===== src/rtl/rle_pkg.sv =====
// Shared types and constants for the RLE decoder: FSM states, pair layout and word geometry.
package rle_pkg;

    localparam int unsigned ADDR_W         = 16;
    localparam int unsigned DATA_W         = 32;
    localparam int unsigned BYTE_W         = 8;
    localparam int unsigned MAX_RUN        = 255;
    localparam int unsigned RUN_W          = $clog2(MAX_RUN + 1);
    localparam int unsigned BYTES_PER_WORD = 4;
    localparam int unsigned PAIRS_PER_WORD = 2;
    localparam int unsigned PAIR_W         = DATA_W / PAIRS_PER_WORD;
    localparam int unsigned CNT_W          = $clog2(BYTES_PER_WORD + 1);
    localparam int unsigned SIZE_W         = 32;

    localparam logic [ADDR_W-1:0] ADDR_STEP = ADDR_W'(BYTES_PER_WORD);

    typedef enum logic [2:0] {
        IDLE,
        RADDR,
        RWAIT,
        DEC,
        WRITE,
        FLUSH,
        DONE
    } state_t;

    // Within a pair the count is the low byte and the value the high byte.
    typedef struct packed {
        logic [BYTE_W-1:0] value;
        logic [RUN_W-1:0]  count;
    } pair_t;

    function automatic pair_t get_pair(input logic [DATA_W-1:0] w, input logic idx);
        return pair_t'(w[32'(idx) * PAIR_W +: PAIR_W]);
    endfunction

endpackage


===== src/rtl/rle_byte_packer.sv =====
// Collects one byte per push into a little-endian 32-bit word; clear empties it.
module rle_byte_packer
    import rle_pkg::*;
(
    input  logic              clk,
    input  logic              reset,
    input  logic              push,
    input  logic [BYTE_W-1:0] data,
    input  logic              clear,
    output logic              full,
    output logic [CNT_W-1:0]  count,
    output logic [DATA_W-1:0] word
);

    always_ff @(posedge clk) begin
        if (reset || clear) begin
            count <= '0;
            word  <= '0;
            full  <= 1'b0;
        end else if (push && !full) begin
            word[32'(count[1:0]) * BYTE_W +: BYTE_W] <= data;
            count <= count + CNT_W'(1);
            full  <= (count == CNT_W'(BYTES_PER_WORD - 1));
        end
    end

endmodule


===== src/rtl/rle_decode.sv =====
// Expands (count,value) byte pairs from port A of the DPSRAM back into packed plaintext.
// Optional RLE_DEC_LIMIT_EN adds out_limit/overflow to cap the decoded length.
module rle_decode
    import rle_pkg::*;
(
    input  logic              clk,
    input  logic              reset,
    input  logic              start,
    input  logic [31:0]       rle_addr,
    input  logic [31:0]       rle_size,
    input  logic [31:0]       message_addr,
`ifdef RLE_DEC_LIMIT_EN
    input  logic [31:0]       out_limit,
    output logic              overflow,
`endif
    output logic [SIZE_W-1:0] message_size,
    output logic              done,
    output logic              port_A_clk,
    output logic [ADDR_W-1:0] port_A_addr,
    output logic              port_A_we,
    output logic [DATA_W-1:0] port_A_data_in,
    input  logic [DATA_W-1:0] port_A_data_out
);

    state_t            state;
    logic [ADDR_W-1:0] rd_addr;
    logic [ADDR_W-1:0] wr_addr;
    logic [30:0]       pairs_left;
    logic [DATA_W-1:0] in_word;
    logic              pair_idx;
    logic [RUN_W-1:0]  run_cnt;
    logic              word_end;

    logic              pk_push;
    logic              pk_clear;
    logic              pk_full;
    logic [CNT_W-1:0]  pk_count;
    logic [DATA_W-1:0] pk_word;

    pair_t             cur_pair;
    pair_t             next_pair;
    pair_t             rd_pair;
    logic [30:0]       pairs_next;
    logic              last_pair;
    logic              limit_hit;
    logic              limit_stop;
    logic              flush_now;
    logic              pair_done;
    logic              unused_bits;

    assign port_A_clk  = clk;
    assign unused_bits = ^{rle_addr[31:ADDR_W], message_addr[31:ADDR_W], rle_size[0]};

`ifdef RLE_DEC_LIMIT_EN
    assign limit_hit = (message_size >= out_limit);
`else
    assign limit_hit = 1'b0;
`endif

    // Pair bookkeeping and the DEC-state decisions shared by the FSM and the packer.
    always_comb begin
        cur_pair   = get_pair(in_word, pair_idx);
        next_pair  = get_pair(in_word, 1'b1);
        rd_pair    = get_pair(port_A_data_out, 1'b0);
        pairs_next = pairs_left - 31'd1;
        last_pair  = pair_idx || (pairs_next == '0);
        limit_stop = !word_end && (run_cnt != '0) && limit_hit;
        flush_now  = (word_end && (pairs_left == '0)) || limit_stop;
        pk_push    = (state == DEC) && !word_end && !limit_stop && (run_cnt != '0) && !pk_full;
        pair_done  = (state == DEC) && !word_end && !limit_stop &&
                     ((run_cnt == '0) || (pk_push && (run_cnt == RUN_W'(1))));
        pk_clear   = (state == WRITE) || (state == FLUSH) || ((state == IDLE) && start);
    end

    rle_byte_packer u_packer (
        .clk   (clk),
        .reset (reset),
        .push  (pk_push),
        .data  (cur_pair.value),
        .clear (pk_clear),
        .full  (pk_full),
        .count (pk_count),
        .word  (pk_word)
    );

    always_ff @(posedge clk) begin
        if (reset) begin
            state          <= IDLE;
            rd_addr        <= '0;
            wr_addr        <= '0;
            pairs_left     <= '0;
            in_word        <= '0;
            pair_idx       <= 1'b0;
            run_cnt        <= '0;
            word_end       <= 1'b0;
            message_size   <= '0;
            done           <= 1'b0;
            port_A_addr    <= '0;
            port_A_we      <= 1'b0;
            port_A_data_in <= '0;
`ifdef RLE_DEC_LIMIT_EN
            overflow       <= 1'b0;
`endif
        end else begin
            port_A_we <= 1'b0;
            unique case (state)
                IDLE: begin
                    if (start) begin
                        rd_addr      <= rle_addr[ADDR_W-1:0] + ADDR_STEP;
                        wr_addr      <= message_addr[ADDR_W-1:0];
                        pairs_left   <= rle_size[31:1];
                        message_size <= '0;
                        done         <= 1'b0;
                        port_A_addr  <= rle_addr[ADDR_W-1:0];
`ifdef RLE_DEC_LIMIT_EN
                        overflow     <= 1'b0;
`endif
                        state        <= (rle_size[31:1] == '0) ? FLUSH : RADDR;
                    end
                end
                RADDR: state <= RWAIT;
                RWAIT: begin
                    in_word  <= port_A_data_out;
                    pair_idx <= 1'b0;
                    run_cnt  <= rd_pair.count;
                    word_end <= 1'b0;
                    state    <= DEC;
                end
                DEC: begin
                    if (flush_now) begin
                        // Outputs are set on entry so the write lands while in FLUSH.
                        port_A_we      <= (pk_count != '0);
                        port_A_addr    <= wr_addr;
                        port_A_data_in <= pk_word;
`ifdef RLE_DEC_LIMIT_EN
                        overflow       <= limit_stop;
`endif
                        state          <= FLUSH;
                    end else if (word_end) begin
                        port_A_addr <= rd_addr;
                        rd_addr     <= rd_addr + ADDR_STEP;
                        state       <= RADDR;
                    end else begin
                        if (pk_push) begin
                            message_size <= message_size + SIZE_W'(1);
                            run_cnt      <= run_cnt - RUN_W'(1);
                            if (pk_count == CNT_W'(BYTES_PER_WORD - 1)) begin
                                port_A_we      <= 1'b1;
                                port_A_addr    <= wr_addr;
                                port_A_data_in <= {cur_pair.value, pk_word[DATA_W-BYTE_W-1:0]};
                                state          <= WRITE;
                            end
                        end
                        if (pair_done) begin
                            pairs_left <= pairs_next;
                            if (last_pair) begin
                                word_end <= 1'b1;
                            end else begin
                                pair_idx <= 1'b1;
                                run_cnt  <= next_pair.count;
                            end
                        end
                    end
                end
                WRITE: begin
                    wr_addr <= wr_addr + ADDR_STEP;
                    state   <= DEC;
                end
                FLUSH: begin
                    done  <= 1'b1;
                    state <= DONE;
                end
                DONE:    state <= IDLE;
                default: state <= IDLE;
            endcase
        end
    end

endmodule

===== config.mk =====
export PLATFORM = sky130hd
export DESIGN_NAME = rle_decode
export DESIGN_NICKNAME = d
export VERILOG_FILES = /design/src/rtl/rle_pkg.sv /design/src/rtl/rle_byte_packer.sv /design/src/rtl/rle_decode.sv
export SDC_FILE = /design/constraint.sdc
export NUM_CORES = 1
export LEC_CHECK = 0
export BUFFER_PORTS_ARGS = -buffer_cell sky130_fd_sc_hd__buf_2
export CELL_PAD_IN_SITES_DETAIL_PLACEMENT = 0
export CELL_PAD_IN_SITES_GLOBAL_PLACEMENT = 2
export CORE_ASPECT_RATIO = 2
export CORE_MARGIN = 2
export CORE_UTILIZATION = 23
export DETAILED_ROUTE_END_ITERATION = 16
export GPL_ROUTABILITY_DRIVEN = 0
export PLACE_DENSITY = 0.57
export SETUP_SLACK_MARGIN = 0.2
export SLEW_MARGIN = 30
export SYNTH_ARGS = -nofsm -noshare
export SYNTH_HDL_FRONTEND = slang
export SYNTH_SLANG_ARGS = --single-unit

===== constraint.sdc =====
create_clock -name clk -period 8.45 [get_ports clk]
set_input_delay 1.2675 -clock clk [delete_from_list [all_inputs] [get_ports clk]]
set_output_delay 1.2675 -clock clk [all_outputs]
set_load 0.005 [all_outputs]

=== Word level (Yosys, flattened, before mapping) ===
Cells that the tools add are included.

* Bits in registers: 226
* Latch bits: 0
* RAM bits: 0
* Bits in read-only memories: 0
* Input port bits: 131
* Word-level logic and storage cells: 142
* Memories: 0

* $add $sub $neg: 8
* $mul: 0
* Divide/modulo/power cells: 0
* $lt $le $gt $ge: 0
* Equality and inequality tests: 17
* Shifts and indexed selects: 3
* Muxes and demuxes: 56
* Bitwise logic cells: 1
* Reduce and logical (&&, ||, !) cells: 41

{| class="wikitable"
|+ Operators with widths
! kind !! number
|-
| $mux W32 || 8
|-
| $mux W16 || 9
|-
| $mux W31 || 4
|-
| $pmux W16 S2 || 3
|-
| $logic_not A31 Y1 || 3
|-
| $pmux W32 S2 || 1
|-
| $pmux W31 S2 || 1
|-
| $add A16 B3 Y16 const B || 3
|-
| $mux W8 || 5
|-
| $neg A5 Y34 || 1
|-
| $shift A8 B34 Y32 const A || 1
|-
| $shiftx A8 B34 Y32 || 1
|-
| $add A32 B1 Y32 const B || 1
|-
| $bwmux W32 || 1
|-
| $shiftx A32 B6 Y16 || 1
|-
| $sub A31 B1 Y31 const B || 1
|-
| $mux W3 || 6
|-
| $pmux W8 S2 || 1
|-
| $pmux W3 S5 || 1
|-
| $reduce_and A5 Y1 || 3
|-
| $mux W1 || 13
|-
| $ne A2 B2 Y1 const B || 6
|-
| $reduce_and A4 Y1 || 3
|-
| $reduce_bool A2 Y1 || 6
|-
| other kinds (20) || 43
|}

=== Longest topological paths before layout ===
Gate-level depths: netlist of the first run.

* Word-level depth: 11
* Depth in mapped cells: 14

=== Cells and area by module ===
From an unflattened synthesis of the first run, not the netlist that was laid out.

* Cell total of the unflattened synthesis: 1475
* Area, all modules: 11456.0 um2

{| class="wikitable"
|+ By module, submodules not included
! module !! instances !! cells each !! area an instance (um2)
|-
| rle_decode || 1 || 1302 || 9895.7
|-
| rle_byte_packer || 1 || 173 || 1560.2
|}

==> results of run 1 <==
-- power breakdown --
part	leakage, nW	internal (mW)	total, mW	switching (mW)
sequential	1.77	1.10	1.20	0.0982
combinational	2.77	0.230	0.675	0.445
clock	0.474	0.787	1.29	0.499
total	5.02	2.12	3.16	1.04
-- worst min-delay path by stage --
stage	end	cells after the start	slack (ns)	start
6_report	port_A_data_in[6]	2	0.45	port_A_data_in[6]
5_1_grt	port_A_data_in[6]	2	0.47	port_A_data_in[6]
4_1_cts	port_A_data_in[3]	2	0.45	port_A_data_in[3]
3_5_place_dp	port_A_data_in[3]	2	0.44	port_A_data_in[3]
3_3_place_gp	port_A_data_in[9]	2	0.44	port_A_data_in[9]
2_1_floorplan	in_word[21]	2	0.43	in_word[21]
-- flip-flops by register name (all words and copies together), names as in the netlist, 16 cells and up --
| register | count |
|---|---|
| in_word | 24 |
| message_size | 32 |
| pairs_left | 31 |
| port_A_addr | 16 |
| port_A_data_in | 32 |
| rd_addr | 16 |
| u_packer.word | 32 |
| wr_addr | 16 |
-- cells in the final DEF (no fill, tap or decap), drive strengths merged, types with 13 or more instances in the layout --
| cell type | instances |
|---|---|
| nor3 | 53 |
| buf | 202 |
| nor2 | 174 |
| a21oi | 187 |
| nor4 | 24 |
| nand3 | 45 |
| clkbuf | 35 |
| a211o | 13 |
| o21ai | 71 |
| nand2b | 13 |
| mux2i | 34 |
| a211oi | 20 |
| inv | 20 |
| nand4 | 16 |
| ha | 15 |
| xor2 | 26 |
| dfxtp | 218 |
| nand2 | 240 |
| o211ai | 16 |
| or3 | 17 |
-- critical path: stages --
cell	delay (ns)
clkbuf_16	0.12
clkbuf_16	0.12
buf_2	0.12
-- logic make-up after synthesis --
| group | after synthesis | share of synthesized area [%] |
|---|---|---|
| buffers and inverters | 121 | 4.452 |
| and+or+nand+nor | 632 | 26.27 |
| xor gates and xnor gates | 37 | 2.927 |
| DFF | 218 | 39.41 |
| muxes | 35 | 3.175 |
| AOI/OAI and AO/OA | 399 | 22.07 |
| adders and majority gates | 15 | 1.695 |
-- area by class of cell --
cell class,count,area [µm²],share of cell area [%]
Clock inverter,14,203.9,1.509
Timing Repair Buffer,201,1064,7.869
Sequential cell,218,4364,32.29
Multi-Input combinational cell,1118,6260,46.32
Tap cell,632,790.8,5.851
Inverter,19,71.32,0.5277
Clock buffer,36,762.0,5.638
-- metal layers --
| metal | GRT usage (%) | up-vias |
|---|---|---|
| met5 | 0 | - |
| met1 | 16.69 | 5092 |
| li1 | - | 5457 |
| met3 | 2.069 | 48 |
| met4 | 4.835 | 0 |
| met2 | 34.13 | 211 |
-- per-stage QoR --
| stage | instance area (µm²) | hold slack [ns] | setup slack, ns | cells |
|---|---|---|---|---|
| 4_1_cts | 13510 | 0.4491 | 2.593 | 2238 |
| 6_report | 13520 | 0.4450 | 2.597 | 2238 |
| 5_1_grt | 13520 | 0.4659 | 2.585 | 2238 |
| 3_5_place_dp | 12550 | 0.4416 | 2.855 | 2189 |
| 3_3_place_gp | 12540 | 0.4364 | 2.855 | 2189 |
| 2_1_floorplan | 11070 | 0.4319 | 2.847 | 1457 |
==> metrics, run 1 <==
status=finished clean; # hold bufs at CTS=0; setup_tns=0 ns; Pre-Repair DR Iteration Count=5; layout cells sized above 1=16.94%; Reg2Reg Launch Point=pairs_left[1]; critical path endpoint category=primary output; top cell type's share of synthesized area=39.41%; average wire per cell in the routed design=18.72 µm; DR vias/cell=4.829; EDFF count, synth=0; Die Y=314.3 µm; die width=159.2 µm; Async S/R FF share, synth=0%; worst reg2reg setup slack=4.25 ns; Crit. Startpoint=clk; RSZ-0062 raised after global routing=false; Layout area overhead=22.06%; IO buf count=180; diode count=0; die area=50020 µm²; Setup Viol. Count Final=0; Mapped Nets=1603; PD cells=233.7 nW/µm²; Hold WC Path Type=reg2reg; via count=10810; leakage=5.017 nW; vias in the first global route=10780; Fillers=5314; Yosys top cell by area=dfxtp_1; Total GRT Usage=16.44%; CTS resizes=0; Yosys cell types=76; clk_lat worst skew=0.67 ns; Yosys reg bits=218; routed wl met3=1.349 mm; mapped cell area=11070 µm²; average size of a mapped cell=7.600 µm²; core area=47510 µm²; R2R depth=10; met2 routed WL=23.80 mm; most frequent cells after synthesis=239 x nand2_1, 218 x dfxtp_1, 187 x a21oi_1; sequential share of the synthesized area=39.41%; most frequent cell after synthesis=nand2_1; Synth Flop Type=dfxtp_1; initial core utilization=23.31%; Max IR drop VDD=0.1222 mV; Routed WL=41.90 mm; Setup Skew=0.01380 ns; largest net degree at the start of global routing=68; Area contributors post-synth=dfxtp_1 39%, a21oi_1 8.5%, nand2_1 8.1%; Final Hold Fails=0; gr ovfl total=0; Slew Viols, Final=0; maxcap violations=0; Ports=214; Setup CP Type=clk2out; Max Fanout on Critical Path=2; Residual DRC=0; Worst-path clk slew=0.06 ns; Design Power=3.159 mW; DR iter-0 viols=488; cells after synthesis=1457; max layer used=met4; Yosys Warn Count=0; met1 WL=15.76 mm; NumNets Final=1733; final core occ=28.45%; Final HPWL DP=30.26 mm; post-route ant nets=0; Core Rows=113; worst relative slew slack=29.04%; CTS tree=done; first-pass GRT wire length=64.56 mm; crit path DAT=4.59 ns; Post-CTS Setup Repair Bufs=0; initial antenna violation count=0; Least-Margin Pin Slew=1.058 ns; crit path capture=port_A_clk; Critical Path Start Type=clock port; R2R Path End=run_cnt[5]; Crit path required time=7.18 ns
Note: power is estimated with default switching activity, not from simulation.
==> inputs of run 2 (changes only) <==
==> constraint.sdc (replaced) <==
create_clock -name clk -period 5.95 [get_ports clk]
set_input_delay 0.8925 -clock clk [delete_from_list [all_inputs] [get_ports clk]]
set_output_delay 0.8925 -clock clk [all_outputs]
set_load 0.005 [all_outputs]
==> run 2 against run 1 <==
Register-to-register slack worse by 2.5 ns. Highest routed layer unchanged. Design area hardly changed. Via count up 0.18%. Hold slack better by 0.0010 ns. Combinational power increased by 41%. Routed wire length is 0.20% lower. First-iteration DRC count is 1.4% lower.
==> metrics, run 2 (synthesis results as in run 1) <==
post-route ant nets=0 (unchanged); Seq pwr share=38.0% (was 37.9%); # hold bufs at CTS=0 (unchanged); switching part of the total=33.50% (was 33.00%); via count=10830 (was 10810); status=finished clean (unchanged); CTS resizes=0 (unchanged); RSZ-0062 raised after global routing=false (unchanged); Core Rows=113 (unchanged); Crit. Startpoint=clk (unchanged); diode count=0 (unchanged); final critical-path required period=4.226 ns; P_int=2.972 mW (was 2.116 mW); setup_tns=0 ns (unchanged); commonest cells after routing, fill and taps aside=239 x nand2_1, 218 x dfxtp_1, 186 x a21oi_1, 179 x buf_2, 172 x nor2_1 (unchanged); maxcap violations=0 (unchanged); Max IR drop VDD=0.1998 mV (was 0.1222 mV); Final Hold Fails=0 (unchanged); slowest CP cell=clkbuf_16 (unchanged); Critical Path Start Type=clock port (unchanged); Fillers=5311 (was 5314); commonest non-fill, non-tap cell in the layout=nand2_1 (unchanged); CTS tree=done (unchanged); Comb power frac=21.3% (was 21.4%); DR vias/cell=4.840 (was 4.829); Post-CTS Setup Repair Bufs=0 (unchanged); Slew Viols, Final=0 (unchanged); Reg2Reg Launch Point=pairs_left[0] (was pairs_left[1]); min-delay src=port_A_data_in[12] (was port_A_data_in[6]); average wire per cell in the routed design=18.69 µm (was 18.72 µm); critical path depth=3 (unchanged); critical path cell sequence=clkbuf_16 > clkbuf_16 > buf_2 (unchanged); Design Power=4.470 mW (was 3.159 mW); Fmax achieved=239.9 MHz; Crit path required time=5.06 ns (was 7.18 ns); vias in the first global route=10770 (was 10780); worst relative slew slack=33.58% (was 29.04%); initial antenna violation count=0 (unchanged); initial core utilization=23.31% (unchanged); R2R depth=10 (unchanged); Hold WC Path Type=reg2reg (unchanged); final core occ=28.44% (was 28.45%); layout cells sized above 1=16.88% (was 16.94%); Largest delay share family, worst path=buffers and inverters (unchanged); area occupied by registers=4364 µm² (unchanged); clock group share of total power=40.6% (was 40.7%); Setup Skew=0.01236 ns (was 0.01380 ns); NumNets Final=1732 (was 1733); Pre-Repair DR Iteration Count=5 (unchanged); Worst-path clk slew=0.06 ns (about the same); PD cells=330.9 nW/µm² (was 233.7 nW/µm²); Least-Margin Pin Slew=0.9872 ns (was 1.058 ns); CP dominant cell by count=clkbuf_16 (unchanged); Setup Viol. Count Final=0 (unchanged); area of the multi-input gates=6256 µm² (was 6260 µm²); clk_lat worst skew=0.66 ns (was 0.67 ns); first-pass GRT wire length=64.58 mm (was 64.56 mm); Ports=214 (unchanged); crit path DAT=3.33 ns (was 4.59 ns); gr ovfl total=0 (unchanged); largest net degree at the start of global routing=66 (was 68); leakage=5.007 nW (was 5.017 nW); Total GRT Usage=16.41% (was 16.44%); DR iter-0 viols=481 (was 488); Setup CP Type=clk2out (unchanged); hold depth=2 (unchanged); Residual DRC=0 (unchanged); die area=50020 µm² (unchanged); Layout area overhead=22.00% (was 22.06%); Worst path max stage delay=0.12 ns (about the same); Max Fanout on Critical Path=2 (unchanged); Finished Layout Cells=2237 (was 2238); Routed WL=41.82 mm (was 41.90 mm); worst path bufs/invs=3 (unchanged); Die Y=314.3 µm (unchanged); IO buf count=180 (unchanged); Final Cell Area=13510 µm² (was 13520 µm²); die width=159.2 µm (unchanged); P_sw=1.498 mW (was 1.043 mW); critical path endpoint category=primary output (unchanged); Final HPWL DP=30.61 mm (was 30.26 mm); placed inst area=12540 µm² (was 12550 µm²); top flop regs=message_size: 32 flops, port_A_data_in: 32 flops, u_packer.word: 32 flops (unchanged); core area=47510 µm² (unchanged); placed cell count=2188 (was 2189); fin crit share=71.03%
-- run 2: layout make-up --
cell class / count / area share, %
multi-input combinational: 1118 / 46.31
sequential: 218 / 32.31
timing repair buffer: 200 / 7.817
tap: 632 / 5.853
clock buffer: 34 / 5.585
clock inverter: 16 / 1.602
inverter: 19 / 0.5279
-- run 2: stage by stage --
| stage | setup slack, ns | hold slack (ns) |
|---|---|---|
| after floorplan | 1.972 | 0.4319 |
| after global placement | 1.801 | 0.4388 |
| after detailed placement | 1.777 | 0.4415 |
| after CTS | 1.721 | 0.4239 |
| after global routing | 1.522 | 0.4356 |
| final | 1.724 | 0.4461 |
-- run 2: worst min-delay path: stages, from the launching register on --
cell	delay (ns)
dfxtp_1	0.31
nand2_1	0.05
a21oi_1	0.05
-- run 2: worst paths after layout --
path,endpoint,slack [ns]
max,port_A_clk,1.72
min reg2reg,port_A_data_in[12],0.45
max reg2reg,run_cnt[5],1.78
min,port_A_data_in[12],0.45
-- run 2: power by group through the flow --
| stage | sequential [mW] | clock, mW | combinational (mW) |
|---|---|---|---|
| after floorplan | 1.67 | 0.0109 | 0.679 |
| after global placement | 1.73 | 0.00730 | 0.971 |
| after detailed placement | 1.73 | 0.00730 | 0.976 |
| after CTS | 1.70 | 1.89 | 0.980 |
| after global routing | 1.72 | 1.94 | 1.07 |
| final | 1.70 | 1.82 | 0.954 |
-- run 2: routing by layer --
metal	part of all wire [%]	wire [µm]	global-route usage, %	vias up
met5	0	0	0	-
met4	2.7	1116	5.165	0
met3	3.1	1316	1.989	46
met2	57	23750	33.72	198
met1	37	15630	16.88	5119
li1	-	-	-	5464
